$ cat src/rtl/vga_timing.sv
//------------------------------------------------------------------------------
// vga_timing : free-running 800x600@60 raster counter, sync and blank generator
// Optional feature macro: VGA_TIMING_FRAME_CNT_EN (adds the frame_cnt output)
// Revision   : 1.0
//------------------------------------------------------------------------------
`timescale 1ns/1ps
`default_nettype none

`ifndef VGA_BUS_SIZE
`define VGA_BUS_SIZE 38
`endif

module vga_timing #(
  parameter int H_VISIBLE    = 800,
  parameter int H_SYNC_START = 840,
  parameter int H_SYNC_END   = 968,
  parameter int H_TOTAL      = 1056,
  parameter int V_VISIBLE    = 600,
  parameter int V_SYNC_START = 601,
  parameter int V_SYNC_END   = 605,
  parameter int V_TOTAL      = 628
) (
  input  logic                     clk,
  input  logic                     rst,
  output logic [`VGA_BUS_SIZE-1:0] vga_out,
  output logic                     frame_start
`ifdef VGA_TIMING_FRAME_CNT_EN
  ,
  output logic [15:0]              frame_cnt
`endif
);

  localparam logic [10:0] H_LAST = 11'(H_TOTAL - 1);
  localparam logic [10:0] V_LAST = 11'(V_TOTAL - 1);
  localparam logic [10:0] H_VIS  = 11'(H_VISIBLE);
  localparam logic [10:0] H_SS   = 11'(H_SYNC_START);
  localparam logic [10:0] H_SE   = 11'(H_SYNC_END);
  localparam logic [10:0] V_VIS  = 11'(V_VISIBLE);
  localparam logic [10:0] V_SS   = 11'(V_SYNC_START);
  localparam logic [10:0] V_SE   = 11'(V_SYNC_END);

  logic [10:0] hcount_q, hcount_d;
  logic [10:0] vcount_q, vcount_d;
  logic        hsync_q, hsync_d;
  logic        hblnk_q, hblnk_d;
  logic        vsync_q, vsync_d;
  logic        vblnk_q, vblnk_d;
  logic        frame_start_q, frame_start_d;
  logic        h_wrap;
  logic        frame_wrap;

  // Flags are computed from the next counter values so that, once registered,
  // they line up with the counters they describe on the bus.
  always_comb begin
    h_wrap     = (hcount_q == H_LAST);
    frame_wrap = h_wrap && (vcount_q == V_LAST);
    hcount_d   = hcount_q + 11'd1;
    vcount_d   = vcount_q;
    if (h_wrap) begin
      hcount_d = 11'd0;
      vcount_d = (vcount_q == V_LAST) ? 11'd0 : vcount_q + 11'd1;
    end
    hblnk_d       = (hcount_d >= H_VIS);
    hsync_d       = (hcount_d >= H_SS) && (hcount_d < H_SE);
    vblnk_d       = (vcount_d >= V_VIS);
    vsync_d       = (vcount_d >= V_SS) && (vcount_d < V_SE);
    frame_start_d = (hcount_d == 11'd0) && (vcount_d == 11'd0);
  end

  always_ff @(posedge clk or negedge rst) begin
    if (!rst) begin
      hcount_q      <= 11'd0;
      vcount_q      <= 11'd0;
      hsync_q       <= 1'b0;
      hblnk_q       <= 1'b0;
      vsync_q       <= 1'b0;
      vblnk_q       <= 1'b0;
      frame_start_q <= 1'b1;
    end else begin
      hcount_q      <= hcount_d;
      vcount_q      <= vcount_d;
      hsync_q       <= hsync_d;
      hblnk_q       <= hblnk_d;
      vsync_q       <= vsync_d;
      vblnk_q       <= vblnk_d;
      frame_start_q <= frame_start_d;
    end
  end

`ifdef VGA_TIMING_FRAME_CNT_EN
  logic [15:0] frame_cnt_q, frame_cnt_d;

  always_comb begin
    frame_cnt_d = frame_cnt_q;
    if (frame_wrap) begin
      frame_cnt_d = frame_cnt_q + 16'd1;
    end
  end

  always_ff @(posedge clk or negedge rst) begin
    if (!rst) begin
      frame_cnt_q <= 16'd0;
    end else begin
      frame_cnt_q <= frame_cnt_d;
    end
  end

  assign frame_cnt = frame_cnt_q;
`else
  logic unused_frame_wrap;
  assign unused_frame_wrap = frame_wrap;
`endif

  // RGB starts black; the overlay stages downstream paint on top of it.
  assign vga_out = {vcount_q, vsync_q, vblnk_q, hcount_q, hsync_q, hblnk_q, 12'h000};
  assign frame_start = frame_start_q;

endmodule

`default_nettype wire

$ cat config.mk
export PLATFORM = sky130hd
export DESIGN_NAME = vga_timing
export DESIGN_NICKNAME = d
export VERILOG_FILES = /design/src/rtl/vga_timing.sv
export SDC_FILE = /design/constraint.sdc
export NUM_CORES = 1
export LEC_CHECK = 0
export BUFFER_PORTS_ARGS = -buffer_cell sky130_fd_sc_hd__buf_2
export CAP_MARGIN = 20
export CELL_PAD_IN_SITES_DETAIL_PLACEMENT = 0
export CELL_PAD_IN_SITES_GLOBAL_PLACEMENT = 2
export CORE_MARGIN = 2
export CORE_UTILIZATION = 32
export CTS_CLUSTER_DIAMETER = 30
export CTS_CLUSTER_SIZE = 8
export DETAILED_ROUTE_END_ITERATION = 8
export GPL_TIMING_DRIVEN = 0
export MAX_ROUTING_LAYER = met4
export PLACE_DENSITY_LB_ADDON = 0.1
export SKIP_CTS_REPAIR_TIMING = 1
export SLEW_MARGIN = 5
export SYNTH_ARGS = -nofsm -noshare
export SYNTH_HDL_FRONTEND = slang
export SYNTH_SLANG_ARGS = --single-unit
$ cat constraint.sdc
create_clock -name clk -period 2.8 [get_ports clk]
set_input_delay 0.42 -clock clk [delete_from_list [all_inputs] [get_ports clk]]
set_output_delay 0.42 -clock clk [all_outputs]
set_load 0.02 [all_outputs]
==> key figures, run 1 <==
Status
  – Status: complete, no violations

Synth
  – Yosys top cell by area: dfrtp_1
  – Synthesized instance count: 186
  – FFs w/ async S/R, synth: 100%
  – Top cells by area, synth: dfrtp_1 37%, buf_4 7.4%, xnor2_1 4.5%
  – Post-synth EDFFs: 0
  – Synth unique cells: 56
  – Synth top cells by count: 26 x dfrtp_1, 17 x buf_4, 16 x nor2_1
  – Top-count cell post-synth: dfrtp_1
  – Yosys top cell area share: 37.5%
  – Register area share after synthesis: 39.0%
  – Avg Inst Size Synth: 9.33 um^2
  – Post-Syn Area: 1740 um^2
  – Seq cells post-synth: 27
  – Synth warn: 0
  – Primary FF master, synth: dfrtp_1

Placement
  – Placed cell areas: 2000 um^2
  – IO buf count: 28
  – Gpl congestion: 0.811
  – Place WS: 0.235 ns
  – Post-DP HPWL: 3.14 mm

GRT
  – GRT Overall Usage: 14.8%
  – First-pass GRT wire length: 7.11 mm
  – Total gr overflow: 0
  – Number of global-route vias before repair: 1430
  – Largest net degree at the start of global routing: 28
  – Initial antenna violation count: 0

Pwr
  – P_leak: 0.957 nW
  – Power Dens Cells: 320 nW/um^2
  – Sw Share: 23.1%
  – Seq pwr share: 59.5%
  – Internal: 0.503 mW
  – Clock share of power: 35.0%
  – Net switching component of the power: 0.152 mW
  – Peak supply drop: 0.183 mV
  – Logic pwr share: 5.5%

Setup path
  – Stages on the worst setup path: 8
  – CP required: 2.98 ns
  – Reg2reg start: hcount_q[5]
  – Reg2reg path depth: 8
  – Buf/Inv on CP: 2
  – Critical Path Sink: vsync_q
  – Beginning of the critical path: hcount_q[5]
  – Crit path DAT: 2.73 ns
  – Crit path cell chain: buf_6, or4b_4, nor3_2, buf_4, nand4_1, mux2i_1, nor2_1, nor4bb_2
  – Slowest Stage Delay on Critical Path: 0.57 ns
  – Crit path max-delay family: simple AND/OR/NAND/NOR gates
  – CP startpoint kind: flop
  – Crit path capture type: flop
  – Max FO, Critical Path: 10
  – Worst Path Class, Setup: flop to flop
  – R2r setup slk: 0.25 ns
  – Slowest cell on crit path: or4b_4
  – RR Endpoint: vsync_q

Die
  – Die ar.: 6030 um^2
  – CORE AREA: 5170 um^2
  – Die H: 77.6 um
  – Num ports: 41
  – Initial Util: 33.6%
  – Row count: 26
  – Die X: 77.6 um

Routing
  – Drt wl/cell: 14.1 um
  – Vias/cell: 4.99
  – WL final: 4.20 mm
  – Router iterations before antenna repair: 4
  – Initial DRC count: 124
  – Total number of vias: 1493
  – Routed Antenna Nets: 0
  – Drt drc: 0

Timing
  – Sum of negative setup slack: 0 ns
  – Slew headroom: 58.1%
  – RSZ-0062 raised after global routing: no
  – Worst Tran Pin Value: 0.628 ns
  – Final setup violation count: 0
  – Final hold slack: 0.155 ns
  – Final WS setup: 0.254 ns
  – Tmin final: 2.55 ns
  – Clk_skew: 0.00384 ns
  – Max frequency: 0.393 GHz
  – Final hold violation count: 0
  – Final period util: 90.9%
  – Max Slew Vio Count: 0

Finish
  – Layout cells sized above 1: 30.1%
  – Diodes inserted: 0
  – Nets: 234
  – Final instance area: 2050 um^2
  – Fill cell count: 543
  – Area Growth Syn to Fin: 18.1%

CTS
  – CTS Buffer Depth: 2
  – Worst-Skew Late Latency: 0.27 ns
  – H-tree depth: 1
  – Worst-path clk slew: 0.10 ns
  – Num CTS Buffers: 3
  – CTS tree: yes
  – CTS sink count: 27
  – CTS root buf: clkbuf_8

Min path
  – Hold WC Path Type: input pin to asynchronous set/reset pin

Flow run
  – Max-cap violations: 0
## kinds of logic after synthesis
kind of cell             after synthesis  synth area share (%)
AO/OA/AOI/OAI                         35                  15.2
AND/OR/NAND/NOR                       76                  24.9
other                                  1                 0.216
flip-flops                            27                  39.0
adder cells (fa/ha/maj)                2                  1.44
XOR/XNOR                              14                  7.50
buffers and inverters                 29                  10.5
multiplexers                           2                  1.23
## power by group through the flow
stage               registers (mW)  logic, mW  clock network (mW)
detailed placement           0.397     0.0357                   0
global placement             0.397     0.0354                   0
floorplan                    0.397     0.0268                   0
CTS                          0.390     0.0357               0.239
global route                 0.390     0.0393               0.249
finish                       0.390     0.0357               0.229
## placed cells by master (no fill, tap or decap), drive strengths merged, types with 2 or more instances in the layout
| cell type | Yosys | routed |
|---|---|---|
| a21oi | 7 | 7 |
| a221oi | 2 | 2 |
| a31o | 3 | 3 |
| a31oi | 2 | 2 |
| and2 | 2 | 2 |
| and3 | 3 | 3 |
| and4 | 2 | 2 |
| buf | 20 | 48 |
| clkbuf | 4 | 8 |
| conb | 1 | 12 |
| dfrtp | 26 | 26 |
| ha | 2 | 2 |
| inv | 5 | 5 |
| nand2 | 14 | 14 |
| nand2b | 2 | 2 |
| nand3 | 11 | 11 |
| nand4 | 6 | 6 |
| nor2 | 16 | 16 |
| nor3 | 8 | 8 |
| nor4 | 3 | 3 |
| o21ai | 8 | 8 |
| o31ai | 3 | 3 |
| or4 | 2 | 2 |
| xnor2 | 10 | 10 |
| xor2 | 4 | 4 |
## layout make-up
type | count | area (um^2) | area share [%]
repair buffers | 28 | 140 | 6.84
plain buffers | 24 | 164 | 8.00
flip-flops and latches | 27 | 677 | 33.0
multi-input cells | 141 | 917 | 44.7
well taps | 70 | 87.6 | 4.27
clock buffers | 4 | 45.0 | 2.20
inverters | 5 | 18.8 | 0.916
## stage by stage
stage                     utilization [%]  cells  total power [mW]
after floorplan                         -    197             0.424
after global placement               38.8    295             0.433
after detailed placement             38.8    295             0.433
after CTS                            39.6    299             0.665
after global routing                 39.6    299             0.678
final                                39.6    299             0.655
## state kept, by name, indices dropped and copies added (netlist names)
name,count
vsync_q,1
frame_start,1
vblnk_q,1
hsync_q,1
hblnk_q,1
hcount_q,11
vcount_q,11
## worst min-delay path by stage
stage                   to  cells past startpoint  slack, ns  startpoint
2_1_floorplan      hblnk_q                      0       0.12         rst
3_3_place_gp       hsync_q                      1       0.47         rst
3_5_place_dp       hsync_q                      1       0.48         rst
4_1_cts        hcount_q[8]                      1       0.18         rst
5_1_grt            hsync_q                      1       0.21         rst
6_report           hsync_q                      1       0.16         rst
## routing by layer
metal,vias to the layer above,track usage (%),routed length (um),part of all wire (%)
met1,720,21.2,2110,50
li1,734,-,-,-
met4,0,3.93,30,0.71
met5,-,-,0,0
met2,35,22.2,1890,45
met3,4,1.74,173,4.1
(Power assumes the default switching activity.)
==> run 2: changes to the inputs <==
- CORE_MARGIN: 2 -> 5
==> key figures, run 2 (synthesized netlist as in run 1, its figures left out) <==
Placement
  – Post-DP HPWL: 3.28 mm
  – Gpl congestion: 0.878
  – Placed cell areas: 2000 um^2
  – Placed Instances: 295
  – IO buf count: 28

Routing
  – Initial DRC count: 94
  – Routed Antenna Nets: 0
  – Total number of vias: 1510
  – Router iterations before antenna repair: 4
  – Drt drc: 0
  – Drt wl/cell: 14.6 um
  – WL final: 4.39 mm
  – Vias/cell: 5.02

Finish
  – Nets: 236
  – Area Growth Syn to Fin: 19.0%
  – Diodes inserted: 0
  – Layout cells sized above 1: 30.7%
  – Fill cell count: 545
  – Biggest regs: hcount_q x11, vcount_q x11
  – Final instance area: 2060 um^2
  – Sequential cell area: 677 um^2
  – Multi-input gate area: 917 um^2
  – Commonest non-fill, non-tap cell in the layout: buf_2
  – Non-Filler Instances: 301
  – Most frequent cells in the layout: 30 x buf_2, 26 x dfrtp_1, 19 x buf_4, 16 x nor2_1, 13 x nand2_1

CTS
  – H-tree depth: 1
  – CTS tree: yes
  – CTS root buf: clkbuf_8
  – CTS Buffer Depth: 2
  – Worst-path clk slew: 0.10 ns
  – Num CTS Buffers: 3
  – Worst-Skew Late Latency: 0.27 ns
  – CTS sink count: 27

Setup path
  – Slowest cell on crit path: or4b_4
  – CP required: 2.98 ns
  – Worst Path Class, Setup: flop to flop
  – Crit path max-delay family: simple AND/OR/NAND/NOR gates
  – Slowest Stage Delay on Critical Path: 0.57 ns
  – Crit path cell chain: buf_6, or4b_4, nor3_2, buf_4, nand4_1, xnor2_2, nor2_1, nor4bb_2
  – Reg2reg start: hcount_q[5]
  – CP startpoint kind: flop
  – R2r setup slk: 0.25 ns
  – RR Endpoint: vsync_q
  – Crit path DAT: 2.73 ns
  – Reg2reg path depth: 8
  – Max FO, Critical Path: 10
  – Buf/Inv on CP: 2
  – Crit path capture type: flop

GRT
  – First-pass GRT wire length: 7.53 mm
  – Total gr overflow: 0
  – GRT Overall Usage: 13.2%
  – Initial antenna violation count: 0
  – Largest net degree at the start of global routing: 28
  – Number of global-route vias before repair: 1468

Pwr
  – Peak supply drop: 0.173 mV
  – Power Dens Cells: 316 nW/um^2
  – P_leak: 0.965 nW

Die
  – Die X: 83.6 um
  – Die H: 83.6 um
  – CORE AREA: 5170 um^2
  – Num ports: 41
  – Die ar.: 7000 um^2
  – Initial Util: 33.6%
  – Row count: 26

Status
  – Status: complete, no violations

Timing
  – Worst Tran Pin Value: 0.626 ns
  – Final period util: 91.1%
  – Final hold violation count: 0
  – RSZ-0062 raised after global routing: no
  – Clk_skew: 0.00202 ns
  – Slew headroom: 58.3%
  – Max Slew Vio Count: 0
  – Max frequency: 0.392 GHz
  – Sum of negative setup slack: 0 ns
  – Tmin final: 2.55 ns
  – Final setup violation count: 0

Flow run
  – Max-cap violations: 0

Min path
  – Hold WC Path Type: input pin to asynchronous set/reset pin
==> run 2: cell types whose count changed in the layout (fill, tap and decap cells not counted), sizes merged <==
cell,before,now
buf,48,50
==> run 2: worst max path at each step <==
stage,from,end,cells after the start
after global routing,hcount_q[0],hsync_q,9
after floorplan,hcount_q[5],vsync_q,8
after detailed placement,hcount_q[5],vsync_q,8
after global placement,hcount_q[5],vsync_q,8
after CTS,hcount_q[5],vsync_q,8
final,hcount_q[5],vsync_q,8
==> run 2: layout make-up <==
type                       count  share of cell area [%]
clock buffer                   4                    2.18
inverter                       5                   0.909
sequential                    27                    32.8
timing repair buffer          30                    7.52
buffer                        24                    7.94
multi-input combinational    141                    44.4
tap                           70                    4.24
==> run 2: stage by stage <==
step                      hold WS, ns  setup WS, ns  power (mW)  utilization [%]
after floorplan                 0.124         0.443       0.424                -
after global placement          0.471         0.254       0.433             38.8
after detailed placement        0.486         0.255       0.433             38.8
after CTS                       0.180         0.231       0.665             39.6
after global routing            0.201        0.0205       0.682             39.9
final                           0.154         0.249       0.653             39.9
==> run 2: worst register-to-register path: stages, from the launching register on <==
cell	delay (ns)
dfrtp_1	0.40
buf_6	0.14
or4b_4	0.57
nor3_2	0.27
buf_4	0.25
nand4_1	0.17
xnor2_2	0.19
nor2_1	0.17
nor4bb_2	0.30
==> run 2: power by group <==
group	internal, mW	switching, mW	leakage (nW)
logic	0.0117	0.0243	0.583
registers	0.390	0	0.359
clock network	0.102	0.126	0.0228
==> run 2: layer usage <==
layer,vias to the layer above,routed length (um),global-route usage [%]
met1,735,2110,18.8
met2,36,2030,20.0
met4,0,18,2.19
met5,-,0,-
li1,737,-,-
met3,2,226,2.27
==> run 3: changes to the inputs <==
- CORE_UTILIZATION: 32 -> 34
- clock period: 2.8 -> 2.96 ns (I/O delays scaled with it)
==> key figures, run 3 (synthesized netlist as in run 1, its figures left out) <==
Die
  – Row count: 26
  – Die X: 81.4 um
  – Die ar.: 6630 um^2
  – Num ports: 41
  – CORE AREA: 5040 um^2
  – Initial Util: 34.4%
  – Die H: 81.4 um

Placement
  – Placed Instances: 295
  – Placed cell areas: 2000 um^2
  – Gpl congestion: 0.935
  – IO buf count: 28
  – Post-DP HPWL: 3.27 mm

Timing
  – Final setup violation count: 0
  – Final period util: 88.1%
  – Worst Tran Pin Value: 0.629 ns
  – Final hold violation count: 0
  – Max Slew Vio Count: 0
  – Max frequency: 0.384 GHz
  – Slew headroom: 58.1%
  – Clk_skew: 0.00108 ns
  – Tmin final: 2.61 ns
  – RSZ-0062 raised after global routing: no
  – Sum of negative setup slack: 0 ns

GRT
  – Total gr overflow: 0
  – Initial antenna violation count: 0
  – First-pass GRT wire length: 7.39 mm
  – GRT Overall Usage: 14.6%
  – Largest net degree at the start of global routing: 28
  – Number of global-route vias before repair: 1463

Pwr
  – P_leak: 0.959 nW
  – Clock share of power: 35.2%
  – Power Dens Cells: 303 nW/um^2
  – Sw Share: 23.7%
  – Net switching component of the power: 0.147 mW
  – Total power: 0.622 mW
  – Peak supply drop: 0.133 mV
  – Seq pwr share: 59.3%
  – Internal: 0.474 mW
  – Logic pwr share: 5.5%

Routing
  – WL final: 4.36 mm
  – Vias/cell: 5.07
  – Total number of vias: 1517
  – Initial DRC count: 134
  – Router iterations before antenna repair: 5
  – Drt wl/cell: 14.6 um
  – Drt drc: 0
  – Routed Antenna Nets: 0

Finish
  – Layout cells sized above 1: 30.6%
  – Most frequent cells in the layout: 30 x buf_2, 26 x dfrtp_1, 17 x buf_4, 16 x nor2_1, 13 x nand2_1
  – Final instance area: 2050 um^2
  – Non-Filler Instances: 299
  – Area Growth Syn to Fin: 18.2%
  – Biggest regs: hcount_q x11, vcount_q x11
  – Diodes inserted: 0
  – Commonest non-fill, non-tap cell in the layout: buf_2
  – Nets: 234

Setup path
  – Crit path capture type: flop
  – R2r setup slk: 0.35 ns
  – Crit path DAT: 2.79 ns
  – Max FO, Critical Path: 10
  – Worst Path Class, Setup: flop to flop
  – RR Endpoint: vsync_q
  – CP required: 3.15 ns
  – Reg2reg path depth: 8
  – CP startpoint kind: flop
  – Reg2reg start: hcount_q[5]

Min path
  – Hold WC Path Type: input pin to asynchronous set/reset pin

Status
  – Status: complete, no violations

CTS
  – CTS tree: yes
  – Worst-path clk slew: 0.10 ns
  – H-tree depth: 1
  – Num CTS Buffers: 3
  – CTS root buf: clkbuf_8
  – Worst-Skew Late Latency: 0.28 ns
  – CTS Buffer Depth: 2
  – CTS sink count: 27

Flow run
  – Max-cap violations: 0
## run 3: stage by stage
stage	hold slack [ns]	setup slack [ns]	utilization, %
after floorplan	0.148	0.603	-
after global placement	0.492	0.432	39.8
after detailed placement	0.510	0.358	39.8
after CTS	0.196	0.333	40.7
after global routing	0.221	0.151	40.7
final	0.173	0.353	40.7
## run 3: area by class of cell
class	instances	area, um^2
well taps	70	87.6
inverters	5	18.8
plain buffers	24	164
multi-input cells	141	917
clock buffers	3	41.3
flip-flops and latches	27	677
clock inverters	1	5.00
repair buffers	28	140
fillers	522	2990
## run 3: worst max path at each step
stage                      startpoint  endpoint  slack (ns)  cells after the start
final                     hcount_q[5]   vsync_q        0.35                      8
after detailed placement  hcount_q[5]   vsync_q        0.36                      8
after CTS                 hcount_q[5]   vsync_q        0.33                      8
after global routing      hcount_q[5]   vsync_q        0.15                      8
after global placement    hcount_q[5]   vsync_q        0.43                      8
after floorplan           hcount_q[5]   vsync_q        0.60                      8
## run 3: power by group through the flow
stage	Clock, mW	Combinational (mW)	Sequential, mW
2_1_floorplan	0	0.0253	0.376
5_1_grt	0.240	0.0381	0.369
6_report	0.219	0.0340	0.369
3_5_place_dp	0	0.0340	0.376
4_1_cts	0.227	0.0339	0.369
3_3_place_gp	0	0.0335	0.376
## run 3: worst max-delay path: stages (launching register included)
cell	delay (ns)
dfrtp_1	0.40
buf_6	0.14
or4b_4	0.57
nor3_2	0.30
buf_4	0.26
nand4_1	0.16
xnor2_2	0.19
nor2_1	0.18
nor4bb_2	0.31
## run 3: per-layer routing
metal | GRT usage, % | wire (um)
met1 | 20.8 | 2050
met2 | 21.5 | 1960
met3 | 2.08 | 272
met4 | 4.22 | 76
met5 | - | 0
